===== src/rtl/stack_op_sequencer_pkg.sv =====
// Shared types for the stack operation sequencer: FSM states, request ops
// and the order in which the saved context is laid out on the stack.
package stack_op_sequencer_pkg;

    localparam int FLAGS_W = 3;

    typedef enum logic [3:0] {
        IDLE,
        PUSH_HI,
        PUSH_LO,
        PUSH_FL,
        POP_FL,
        POP_LO,
        POP_HI,
        CAPTURE,
        LOAD
    } state_e;

    typedef enum logic [1:0] {
        OP_INT,
        OP_RTI,
        OP_CALL,
        OP_RET
    } op_e;

    // Push order is PC high, PC low, flags; pops walk the same list backwards.
    typedef enum logic [1:0] {
        WORD_PC_HI,
        WORD_PC_LO,
        WORD_FLAGS
    } word_e;

    function automatic logic [15:0] stack_word(input word_e w,
                                               input logic [31:0] pc,
                                               input logic [FLAGS_W-1:0] flags);
        case (w)
            WORD_PC_HI: return pc[31:16];
            WORD_PC_LO: return pc[15:0];
            default:    return {{(16-FLAGS_W){1'b0}}, flags};
        endcase
    endfunction

endpackage


===== src/rtl/stack_op_sequencer_assembler.sv =====
// Collects the words popped off the data-memory stack into a PC and flags
// value; pop_data arrives one cycle after its pop, so each enable is late by one.
module stack_word_assembler
    import stack_op_sequencer_pkg::*;
(
    input  logic               clk,
    input  logic               rst,
    input  logic [15:0]        pop_data,
    input  logic               cap_flags,
    input  logic               cap_lo,
    input  logic               cap_hi,
    output logic [31:0]        pc_word,
    output logic [FLAGS_W-1:0] flags_word
);
    logic [31:0]        pc_q;
    logic [FLAGS_W-1:0] flags_q;

    always_ff @(posedge clk) begin
        if (rst) begin
            pc_q    <= '0;
            flags_q <= '0;
        end else begin
            if (cap_flags) flags_q       <= pop_data[FLAGS_W-1:0];
            if (cap_lo)    pc_q[15:0]    <= pop_data;
            if (cap_hi)    pc_q[31:16]   <= pop_data;
        end
    end

    // The high half is forwarded straight through so the PC is usable on the capture edge.
    assign pc_word    = cap_hi ? {pop_data, pc_q[15:0]} : pc_q;
    assign flags_word = flags_q;

endmodule


===== src/rtl/stack_op_sequencer.sv =====
// Sequences interrupt entry, call, RTI and RET through the data-memory stack,
// one word per cycle, then loads the new PC (and flags on RTI).
module stack_op_sequencer
    import stack_op_sequencer_pkg::*;
#(
    parameter logic [31:0] INT_VECTOR = 32'h0000_0000
) (
    input  logic               clk,
    input  logic               rst,
    input  logic               int_req,
    input  logic               rti_req,
    input  logic               call_req,
    input  logic               ret_req,
    input  logic [31:0]        pc,
    input  logic [31:0]        target,
    input  logic [FLAGS_W-1:0] flags,
    input  logic [15:0]        pop_data,
    output logic               push_signal,
    output logic               pop_signal,
    output logic [15:0]        push_data,
    output logic               ack,
    output logic               stall,
    output logic               pc_load,
    output logic [31:0]        pc_out,
    output logic               flags_load,
    output logic [FLAGS_W-1:0] flags_out
);
    state_e             state;
    op_e                op;
    op_e                req_op;
    logic               any_req;
    logic [31:0]        pc_lat;
    logic [31:0]        target_lat;
    logic [FLAGS_W-1:0] flags_lat;
    logic               cap_flags;
    logic               cap_lo;
    logic               cap_hi;
    logic [31:0]        asm_pc;
    logic [FLAGS_W-1:0] asm_flags;

    always_comb begin
        req_op = OP_CALL;
        if (int_req)      req_op = OP_INT;
        else if (rti_req) req_op = OP_RTI;
        else if (ret_req) req_op = OP_RET;
    end

    assign any_req = int_req | rti_req | call_req | ret_req;
    assign ack     = (state == IDLE) && any_req && !rst;
    assign stall   = (state != IDLE) || ack;

    assign cap_flags = (state == POP_LO) && (op == OP_RTI);
    assign cap_lo    = (state == POP_HI);
    assign cap_hi    = (state == CAPTURE);

    stack_word_assembler u_assembler (
        .clk        (clk),
        .rst        (rst),
        .pop_data   (pop_data),
        .cap_flags  (cap_flags),
        .cap_lo     (cap_lo),
        .cap_hi     (cap_hi),
        .pc_word    (asm_pc),
        .flags_word (asm_flags)
    );

    // Stack and load outputs are registered for the state being entered.
    always_ff @(posedge clk) begin
        if (rst) begin
            state       <= IDLE;
            op          <= OP_INT;
            pc_lat      <= '0;
            target_lat  <= '0;
            flags_lat   <= '0;
            push_signal <= 1'b0;
            pop_signal  <= 1'b0;
            push_data   <= '0;
            pc_load     <= 1'b0;
            flags_load  <= 1'b0;
            pc_out      <= '0;
            flags_out   <= '0;
        end else begin
            push_signal <= 1'b0;
            pop_signal  <= 1'b0;
            pc_load     <= 1'b0;
            flags_load  <= 1'b0;
            case (state)
                IDLE: begin
                    if (any_req) begin
                        op         <= req_op;
                        pc_lat     <= pc;
                        target_lat <= target;
                        flags_lat  <= flags;
                        if (req_op == OP_INT || req_op == OP_CALL) begin
                            state       <= PUSH_HI;
                            push_signal <= 1'b1;
                            push_data   <= stack_word(WORD_PC_HI, pc, flags);
                        end else if (req_op == OP_RTI) begin
                            state      <= POP_FL;
                            pop_signal <= 1'b1;
                        end else begin
                            state      <= POP_LO;
                            pop_signal <= 1'b1;
                        end
                    end
                end
                PUSH_HI: begin
                    state       <= PUSH_LO;
                    push_signal <= 1'b1;
                    push_data   <= stack_word(WORD_PC_LO, pc_lat, flags_lat);
                end
                PUSH_LO: begin
                    if (op == OP_INT) begin
                        state       <= PUSH_FL;
                        push_signal <= 1'b1;
                        push_data   <= stack_word(WORD_FLAGS, pc_lat, flags_lat);
                    end else begin
                        state   <= LOAD;
                        pc_load <= 1'b1;
                        pc_out  <= target_lat;
                    end
                end
                PUSH_FL: begin
                    state   <= LOAD;
                    pc_load <= 1'b1;
                    pc_out  <= INT_VECTOR;
                end
                POP_FL: begin
                    state      <= POP_LO;
                    pop_signal <= 1'b1;
                end
                POP_LO: begin
                    state      <= POP_HI;
                    pop_signal <= 1'b1;
                end
                POP_HI: begin
                    state <= CAPTURE;
                end
                CAPTURE: begin
                    state   <= LOAD;
                    pc_load <= 1'b1;
                    pc_out  <= asm_pc;
                    if (op == OP_RTI) begin
                        flags_load <= 1'b1;
                        flags_out  <= asm_flags;
                    end
                end
                LOAD: begin
                    state <= IDLE;
                end
                default: begin
                    state <= IDLE;
                end
            endcase
        end
    end

endmodule


===== config.mk =====
export PLATFORM = sky130hd
export DESIGN_NAME = stack_op_sequencer
export DESIGN_NICKNAME = d
export VERILOG_FILES = /design/src/rtl/stack_op_sequencer_pkg.sv /design/src/rtl/stack_op_sequencer_assembler.sv /design/src/rtl/stack_op_sequencer.sv
export SDC_FILE = /design/constraint.sdc
export NUM_CORES = 1
export LEC_CHECK = 0
export ABC_CLOCK_PERIOD_IN_PS = 2500
export BUFFER_PORTS_ARGS = -buffer_cell sky130_fd_sc_hd__buf_2
export CAP_MARGIN = 20
export CORE_MARGIN = 2
export CORE_UTILIZATION = 40
export DETAILED_ROUTE_END_ITERATION = 10
export GPL_ROUTABILITY_DRIVEN = 0
export GPL_TIMING_DRIVEN = 0
export PLACE_DENSITY = 0.69
export SETUP_SLACK_MARGIN = 0.1
export SLEW_MARGIN = 20
export SYNTH_ARGS = -nofsm -noshare
export SYNTH_HDL_FRONTEND = slang
export SYNTH_HIERARCHICAL = 1
export SYNTH_SLANG_ARGS = --single-unit

===== constraint.sdc =====
create_clock -name clk -period 2.5 [get_ports clk]
set_clock_uncertainty 0.05 [all_clocks]
set_input_delay 0.375 -clock clk [delete_from_list [all_inputs] [get_ports clk]]
set_output_delay 0.375 -clock clk [all_outputs]
set_load 0.02 [all_outputs]

==> results.json, run 1 <==
{
  "design_area_mm2": 0.00757,
  "synth_compound_area_share_pct": 17.6,
  "dr.pass1.iters": 5,
  "cp-start-kind": "input port",
  "num-fill-cells": 1396,
  "seq_area_frac_synth_pct": 49.1,
  "vias": 5164,
  "yosysUniqueCellTypes": 42,
  "setup_viol": 0,
  "initial_core_util_pct": 41.1,
  "period_needed_ns": 2.26,
  "worstSetupEndpointType": "output port",
  "ant_nets": 0,
  "fin_crit_sh_pct": 90.5,
  "htree_levels": 4,
  "cts-root-buf": "clkbuf_16",
  "rsz0062_at_grt": "false",
  "crit_fanout": 10,
  "synthFlopType": "dfxtp_1",
  "io_pins": 146,
  "wl_per_cell_um": 15.8,
  "cts-buffers-inserted": 17,
  "grt_max_degree": 17,
  "hold_viol": 0,
  "gr-usage-all-layers_pct": 20.2,
  "dpl_worst_slack_ns": 0.0122,
  "yosys.area_share.adder_pct": 0,
  "synth_top_family_by_area": "simple AND/OR/NAND/NOR gates",
  "hold_path.class": "in2reg",
  "finalWirelength_um": 16200,
  "cp_num_buf_inv": 4,
  "hpwl_um": 11800,
  "grt_pass1_wl_um": 25200,
  "power_mw": 7.15,
  "tns_ns": 0,
  "antenna_found_initial": 0,
  "max_freq_ghz": 0.442,
  "coreArea_mm2": 0.0146,
  "cts_tree": "yes",
  "insertion_delay_ns": 0.42,
  "syn_area_mm2": 0.00599,
  "die-area_mm2": 0.0160,
  "synth_seq_cells": 147,
  "synth-edff-count": 0,
  "synthArstFlopShare_pct": 0,
  "startpoint": "int_req",
  "route.detailed.drc": 0,
  "fin_util_pct": 51.9,
  "max-cap-violations": 0,
  "overflow": 0,
  "clk_pin_slew_ns": 0.06,
  "status": "finished clean",
  "hold_slack_ns": 0.133,
  "worstPathRequired_ns": 2.08,
  "die_x_um": 126,
  "layout.cells.non_filler": 1022,
  "drv_slew": 0,
  "synth_warnings": 6,
  "vias_per_cell": 5.05,
  "cp_cell_sequence": "buf_2 > nor4_1 > nand2b_1 > buf_2 > buf_4 > nor2_1 > buf_2",
  "multi_input_area_mm2": 0.00263,
  "crit_slowest_cell": "nor4_1",
  "numPortBuffers": 145,
  "synth.avg_cell_area_um2": 9.09,
  "max_stage_delay_ns": 0.55,
  "drtIter0Drc": 299,
  "relSlewSlack_pct": 59.6,
  "drive_above_1_share_pct": 31.4,
  "cp_data_arrival_time_ns": 1.84,
  "vdd_ir_drop_max_mv": 0.531,
  "numClockSinks": 147,
  "insertedDiodeCount": 0,
  "worst_slew_pin_slew_ns": 0.601,
  "layout_setup_ws_ns": 0.237,
  "dpl-instance-area_mm2": 0.00695,
  "powerDensity_mw_per_mm2": 945,
  "worstHoldStart": "pc[10]",
  "synthXorXnorAreaFrac_pct": 0.146,
  "finalNetCount": 915,
  "synth-simple-area-share_pct": 18.6,
  "synthCells": 659,
  "leakagePower_nw": 3.16,
  "crit_type": "in2out",
  "std_cell_rows": 44,
  "r2r-start": "state[3]",
  "muxShareOfSynthArea_pct": 7.31,
  "placed_cells": 988,
  "cpLargestDelayFamily": "simple AND/OR/NAND/NOR gates",
  "cts_buffer_depth": 2,
  "ff_latch_area_mm2": 0.00294,
  "area_growth_pct": 26.4,
  "grt_pass1_vias": 4825,
  "synth_nets": 748,
  "cpMostUsedCell": "buf_2",
  "die_y_um": 126
}
cell usage after synthesis (all sizes together) (16+ instances only):
library cell	instances	area [um2]
clkbuf	16	60.1
a211oi	34	265
mux2i	22	220
nand2	112	420
nor2	76	288
nor2b	22	168
mux2	16	218
dfxtp	147	2940
a21oi	60	304
nor3	18	90.1
buf	53	364
a22oi	32	240
timing repair:
action                     in CTS  in global routing
pin swaps                       1                  2
setup endpoints to repair      11                 14
buffers inserted                1                  2
gates resized for setup         1                  6
hold buffers                    0                  0
routing by layer:
layer  wire, um  GRT usage, %  vias up  part of all wire, %
li1           -             -     2600                    -
met1       7470          26.4     2393                   46
met2       7360          31.5      146                   46
met3        979          5.78       25                  6.1
met4        350          8.27        0                  2.2
met5          0             0        -                    0
worst min-delay path, cell delays in order:
cell,delay (ns)
buf_2,0.09
nand2_1,0.04
a21oi_1,0.05
logic make-up (layout without fill, tap and decap cells):
kind of cell,after synthesis,in the layout
and+or+nand+nor,248,248
DFF,147,147
buffers and inverters,70,249
xor gates and xnor gates,1,1
AOI/OAI and AO/OA,155,155
muxes,38,38
state kept, by name (all words and copies together), names as in the netlist, 2 cells and up:
| name | count |
|---|---|
| flags_out | 3 |
| u_assembler/pc_q | 32 |
| pc_out | 32 |
| flags_lat | 3 |
| op | 2 |
| target_lat | 32 |
| state | 4 |
| u_assembler/flags_word | 3 |
| push_data | 16 |
| pc_lat | 16 |
layout make-up:
| type | instances | area share [%] |
|---|---|---|
| clock inverters | 10 | 1.73 |
| well taps | 184 | 3.04 |
| repair buffers | 148 | 9.88 |
| multi-input cells | 442 | 34.7 |
| inverters | 1 | 0.0496 |
| flip-flops and latches | 147 | 38.9 |
| plain buffers | 69 | 5.65 |
| clock buffers | 21 | 6.08 |
layout by cell type, fill, tap and decap left out, types with 3 or more instances in the layout:
master and instances:
a211oi_1 32, a21oi_1 59, a221oi_1 13, a22oi_1 32
buf_2 167, buf_4 30, buf_6 3, bufinv_16 3
clkbuf_1 17, clkbuf_16 17, clkinv_2 5, dfxtp_1 146
mux2_2 6, mux2_4 10, mux2i_1 22, nand2_1 112
nand2b_1 6, nor2_1 75, nor2b_1 18, nor2b_4 4
nor3_1 18, nor3b_1 3, o21ai_0 5
path summary, 6_finish.rpt:
path                    endpoint  cells past startpoint  slack (ns)
setup / recovery             ack                      7        0.24
hold / removal        pc_lat[10]                      3        0.13
setup reg to reg      pc_out[27]                      8        0.24
hold reg to reg   target_lat[13]                      2        0.40
power by group:
part | internal [mW] | total (mW) | switching [mW]
Sequential | 2.66 | 2.83 | 0.178
Combinational | 0.664 | 1.73 | 1.07
Clock | 1.61 | 2.59 | 0.976
Total | 4.93 | 7.15 | 2.22
Note: power is estimated with default switching activity, not from simulation.
==> run 2: changes to the inputs <==
Settings changed: ABC_CLOCK_PERIOD_IN_PS 2500 to 2800.
Clock period 2.5 ns to 2.8 ns, I/O delays scaled along.
==> results.json, run 2 (synthesis gave the netlist of run 1 again) <==
{
  "die-area_mm2": 0.0160,
  "gr-usage-all-layers_pct": 20.2,
  "die_x_um": 126,
  "cts_buffer_depth": 2,
  "relSlewSlack_pct": 58.9,
  "finalWirelength_um": 16100,
  "hpwl_um": 11800,
  "coreArea_mm2": 0.0146,
  "io_pins": 146,
  "clk_pin_slew_ns": 0.06,
  "top_regs": "pc_out (32), target_lat (32), u_assembler/pc_q (32)",
  "status": "finished clean",
  "ant_nets": 0,
  "max-cap-violations": 0,
  "p_switching_mw": 1.97,
  "cts-buffers-inserted": 17,
  "vias_per_cell": 5.03,
  "drive_above_1_share_pct": 30.8,
  "powerDensity_mw_per_mm2": 845,
  "area_growth_pct": 25.8,
  "cp-start-kind": "input port",
  "dr.pass1.iters": 5,
  "insertedDiodeCount": 0,
  "met2_length_um": 7390,
  "crit_type": "in2out",
  "crit_fanout": 12,
  "max_freq_ghz": 0.403,
  "postCtsSetupRepairBufs": 0,
  "sw_frac_of_total_pct": 31.0,
  "final_cell_mix": "buf_2 (168), dfxtp_1 (147), nand2_1 (112)",
  "grt_max_degree": 17,
  "route.detailed.drc": 0,
  "top_layer": "met4",
  "grt_pass1_wl_um": 25100,
  "grt_pass1_vias": 4820,
  "std_cell_rows": 44,
  "num-fill-cells": 1399,
  "cts-root-buf": "clkbuf_16",
  "layout_commonest_cell": "buf_2",
  "numClockSinks": 147,
  "finalNetCount": 912,
  "period_needed_ns": 2.48,
  "rsz0062_at_grt": "false",
  "numPortBuffers": 145,
  "hold_viol": 0,
  "p_comb_share_pct": 24.1,
  "cp_data_arrival_time_ns": 2.01,
  "cts-resized-gates": 0,
  "wl_met1_um": 7390,
  "worstSetupEndpointType": "output port",
  "antenna_found_initial": 0,
  "crit_slowest_cell": "clkbuf_1",
  "worstPathRequired_ns": 2.33,
  "route.met3.wl_um": 1090,
  "insertion_delay_ns": 0.42,
  "die_y_um": 126,
  "setup_viol": 0,
  "seqPwrFrac_pct": 39.7,
  "hold_path.class": "in2reg",
  "vdd_ir_drop_max_mv": 0.464,
  "wl_per_cell_um": 15.8,
  "overflow": 0,
  "leakagePower_nw": 3.14,
  "fin_crit_sh_pct": 88.7,
  "p_int_mw": 4.39,
  "max_stage_delay_ns": 0.53,
  "initial_core_util_pct": 41.1,
  "vias": 5129,
  "drtIter0Drc": 308,
  "worst_slew_pin_slew_ns": 0.612,
  "power.share.clock_pct": 36.2,
  "cp_cell_sequence": "buf_2 > clkbuf_1 > clkbuf_1 > nor2_1 > buf_2",
  "cts_tree": "yes",
  "drv_slew": 0,
  "tns_ns": 0,
  "htree_levels": 4,
  "power_mw": 6.37,
  "hold_buffers": 0
}
[run 2: changes by cell type in the layout (fill, tap and decap cells not counted), sizes merged]
cell,change
buf,-3
[run 2: through the flow]
step                      instances  setup WS [ns]  hold slack, ns  instance area (um2)  utilization (%)
after global placement          988          0.292           0.391                 6950             47.6
after floorplan                 659          0.794           0.386                 5990                -
after CTS                      1019          0.309           0.169                 7540             51.7
after detailed placement        988          0.312           0.397                 6950             47.6
final                          1019          0.316           0.183                 7540             51.7
after global routing           1019          0.148           0.176                 7540             51.7
[run 2: cell type report]
| cell class | count | area (um2) | share of cell area [%] |
|---|---|---|---|
| Buffer | 69 | 424 | 5.63 |
| Timing Repair Buffer | 145 | 726 | 9.63 |
| Clock buffer | 21 | 460 | 6.11 |
| Inverter | 1 | 3.75 | 0.0498 |
| Multi-Input combinational cell | 442 | 2620 | 34.7 |
| Clock inverter | 10 | 131 | 1.74 |
| Sequential cell | 147 | 2940 | 39.0 |
| Tap cell | 184 | 230 | 3.05 |
[run 2: layer usage]
layer | track usage, % | vias up
li1 | - | 2590
met1 | 26.4 | 2365
met2 | 31.5 | 158
met3 | 5.78 | 16
met4 | 8.27 | 0
met5 | 0 | -
[run 2: worst paths after layout]
kind,from,endpoint,slack (ns),cells after the start
hold / removal,pc[4],pc_lat[4],0.18,3
hold reg to reg,target_lat[6],target_lat[6],0.40,2
setup / recovery,rst,ack,0.32,5
setup reg to reg,state[1],pc_out[27],0.32,8
[run 2: critical path, delay by kind of cell]
kind / cells / cell delay (ns)
simple gates: 1 / 0.09
buf+inv: 4 / 1.49
[run 2: power by group through the flow]
stage / Combinational (mW) / Clock [mW] / Sequential (mW)
6_report: 1.53 / 2.30 / 2.53
5_1_grt: 1.70 / 2.43 / 2.56
4_1_cts: 1.54 / 2.34 / 2.53
3_5_place_dp: 1.53 / 0 / 2.57
3_3_place_gp: 1.52 / 0 / 2.57
2_1_floorplan: 0.922 / 0 / 2.69
==> run 3: changes to the inputs <==
Settings changed: REMOVE_ABC_BUFFERS set to 1.
==> results.json, run 3 (synthesis gave the netlist of run 1 again) <==
{
  "status": "finished clean",
  "vdd_ir_drop_max_mv": 0.373,
  "rsz0062_at_grt": "false",
  "grt_max_degree": 86,
  "ant_nets": 0,
  "vias_per_cell": 5.08,
  "insertion_delay_ns": 0.41,
  "dr.pass1.iters": 6,
  "cp_data_arrival_time_ns": 1.98,
  "numPortBuffers": 145,
  "area_growth_pct": 23.4,
  "hold_buffers": 0,
  "setup_viol": 0,
  "die-area_mm2": 0.0160,
  "cp-start-kind": "input port",
  "crit_type": "in2out",
  "drive_above_1_share_pct": 28.3,
  "worstPathRequired_ns": 2.33,
  "vias": 4891,
  "max-cap-violations": 0,
  "cts_tree": "yes",
  "worst_slew_pin_slew_ns": 0.996,
  "tns_ns": 0,
  "grt_pass1_wl_um": 22800,
  "htree_levels": 4,
  "max_freq_ghz": 0.408,
  "period_needed_ns": 2.45,
  "clk_pin_slew_ns": 0.06,
  "hold_viol": 0,
  "cts_buffer_depth": 2,
  "wl_per_cell_um": 14.6,
  "hold_slack_ns": 0.188,
  "powerDensity_mw_per_mm2": 869,
  "initial_core_util_pct": 41.1,
  "finalNetCount": 853,
  "grt_pass1_vias": 4500,
  "relSlewSlack_pct": 33.4,
  "hold_path.class": "in2reg",
  "die_x_um": 126,
  "die_y_um": 126,
  "power_mw": 6.42,
  "dpl-instance-area_mm2": 0.00673,
  "fin_crit_sh_pct": 87.5,
  "hpwl_um": 8870,
  "drtIter0Drc": 363,
  "layout_commonest_cell": "dfxtp_1",
  "io_pins": 146,
  "cts-buffers-inserted": 17,
  "overflow": 0,
  "final_cell_mix": "dfxtp_1 (145), buf_2 (144), nand2_1 (112)",
  "route.detailed.drc": 0,
  "std_cell_rows": 44,
  "crit_fanout": 26,
  "gr-usage-all-layers_pct": 17.8,
  "antenna_found_initial": 1,
  "fin_util_pct": 50.7,
  "cts-root-buf": "clkbuf_16",
  "drv_slew": 0,
  "coreArea_mm2": 0.0146,
  "finalWirelength_um": 14000,
  "design_area_mm2": 0.00739,
  "numClockSinks": 147,
  "worstSetupEndpointType": "output port",
  "leakagePower_nw": 2.96,
  "top_regs": "pc_out (32), target_lat (32), u_assembler/pc_q (32)"
}
-- run 3: cell count changes in the layout (fill, tap and decap cells not counted), sizes merged --
| cell | change |
|---|---|
| inv | -1 |
| bufinv | +1 |
| diode | +1 |
| clkbuf | -13 |
| clkinvlp | +1 |
| buf | -44 |
| clkinv | -3 |
| nand2b | +1 |
-- run 3: metrics by stage --
step	setup WS, ns	cells
detailed placement	0.0587	927
global placement	-2.07	919
floorplan	-0.289	590
global route	0.194	961
CTS	0.249	961
finish	0.349	962
-- run 3: repair_timing --
action	CTS	global route
endpoints found under the setup margin	3	4
gates cloned	1	0
pin swaps	1	0
gates resized for setup	2	1
setup buffers	1	0
-- run 3: area by class of cell --
class	instances	area [um2]
flip-flops and latches	147	2950
repair buffers	154	911
inverters	1	3.75
fillers	1435	7200
clock buffers	24	482
clock inverters	8	149
diodes	1	2.50
well taps	184	230
multi-input cells	443	2670
-- run 3: routing by layer --
layer  global-route usage, %  share of wire (%)  up-vias
met4                    5.56                1.4        0
met2                    26.9                 45      138
li1                        -                  -     2482
met1                    24.2                 48     2255
met3                    5.82                6.2       16
met5                       0                  0        -
-- run 3: worst max-delay path, cell delays in order --
cell and delay [ns]:
buf_2 0.14, nor4_2 0.67, nand2b_4 0.50, nor2_1 0.06, buf_2 0.17
-- run 3: where the power goes --
| part | switching (mW) | internal [mW] | leakage [nW] |
|---|---|---|---|
| clock network | 0.855 | 1.56 | 0.301 |
| logic | 0.922 | 0.544 | 1.46 |
| registers | 0.167 | 2.37 | 1.20 |
| total | 1.94 | 4.48 | 2.96 |
-- run 3: path summary, 6_finish.rpt --
path / slack, ns / start / cells after the start / endpoint
max: 0.35 / int_req / 5 / ack
min: 0.19 / target[31] / 3 / target_lat[31]
max reg2reg: 0.42 / state[1] / 6 / pc_out[28]
min reg2reg: 0.40 / target_lat[17] / 2 / target_lat[17]
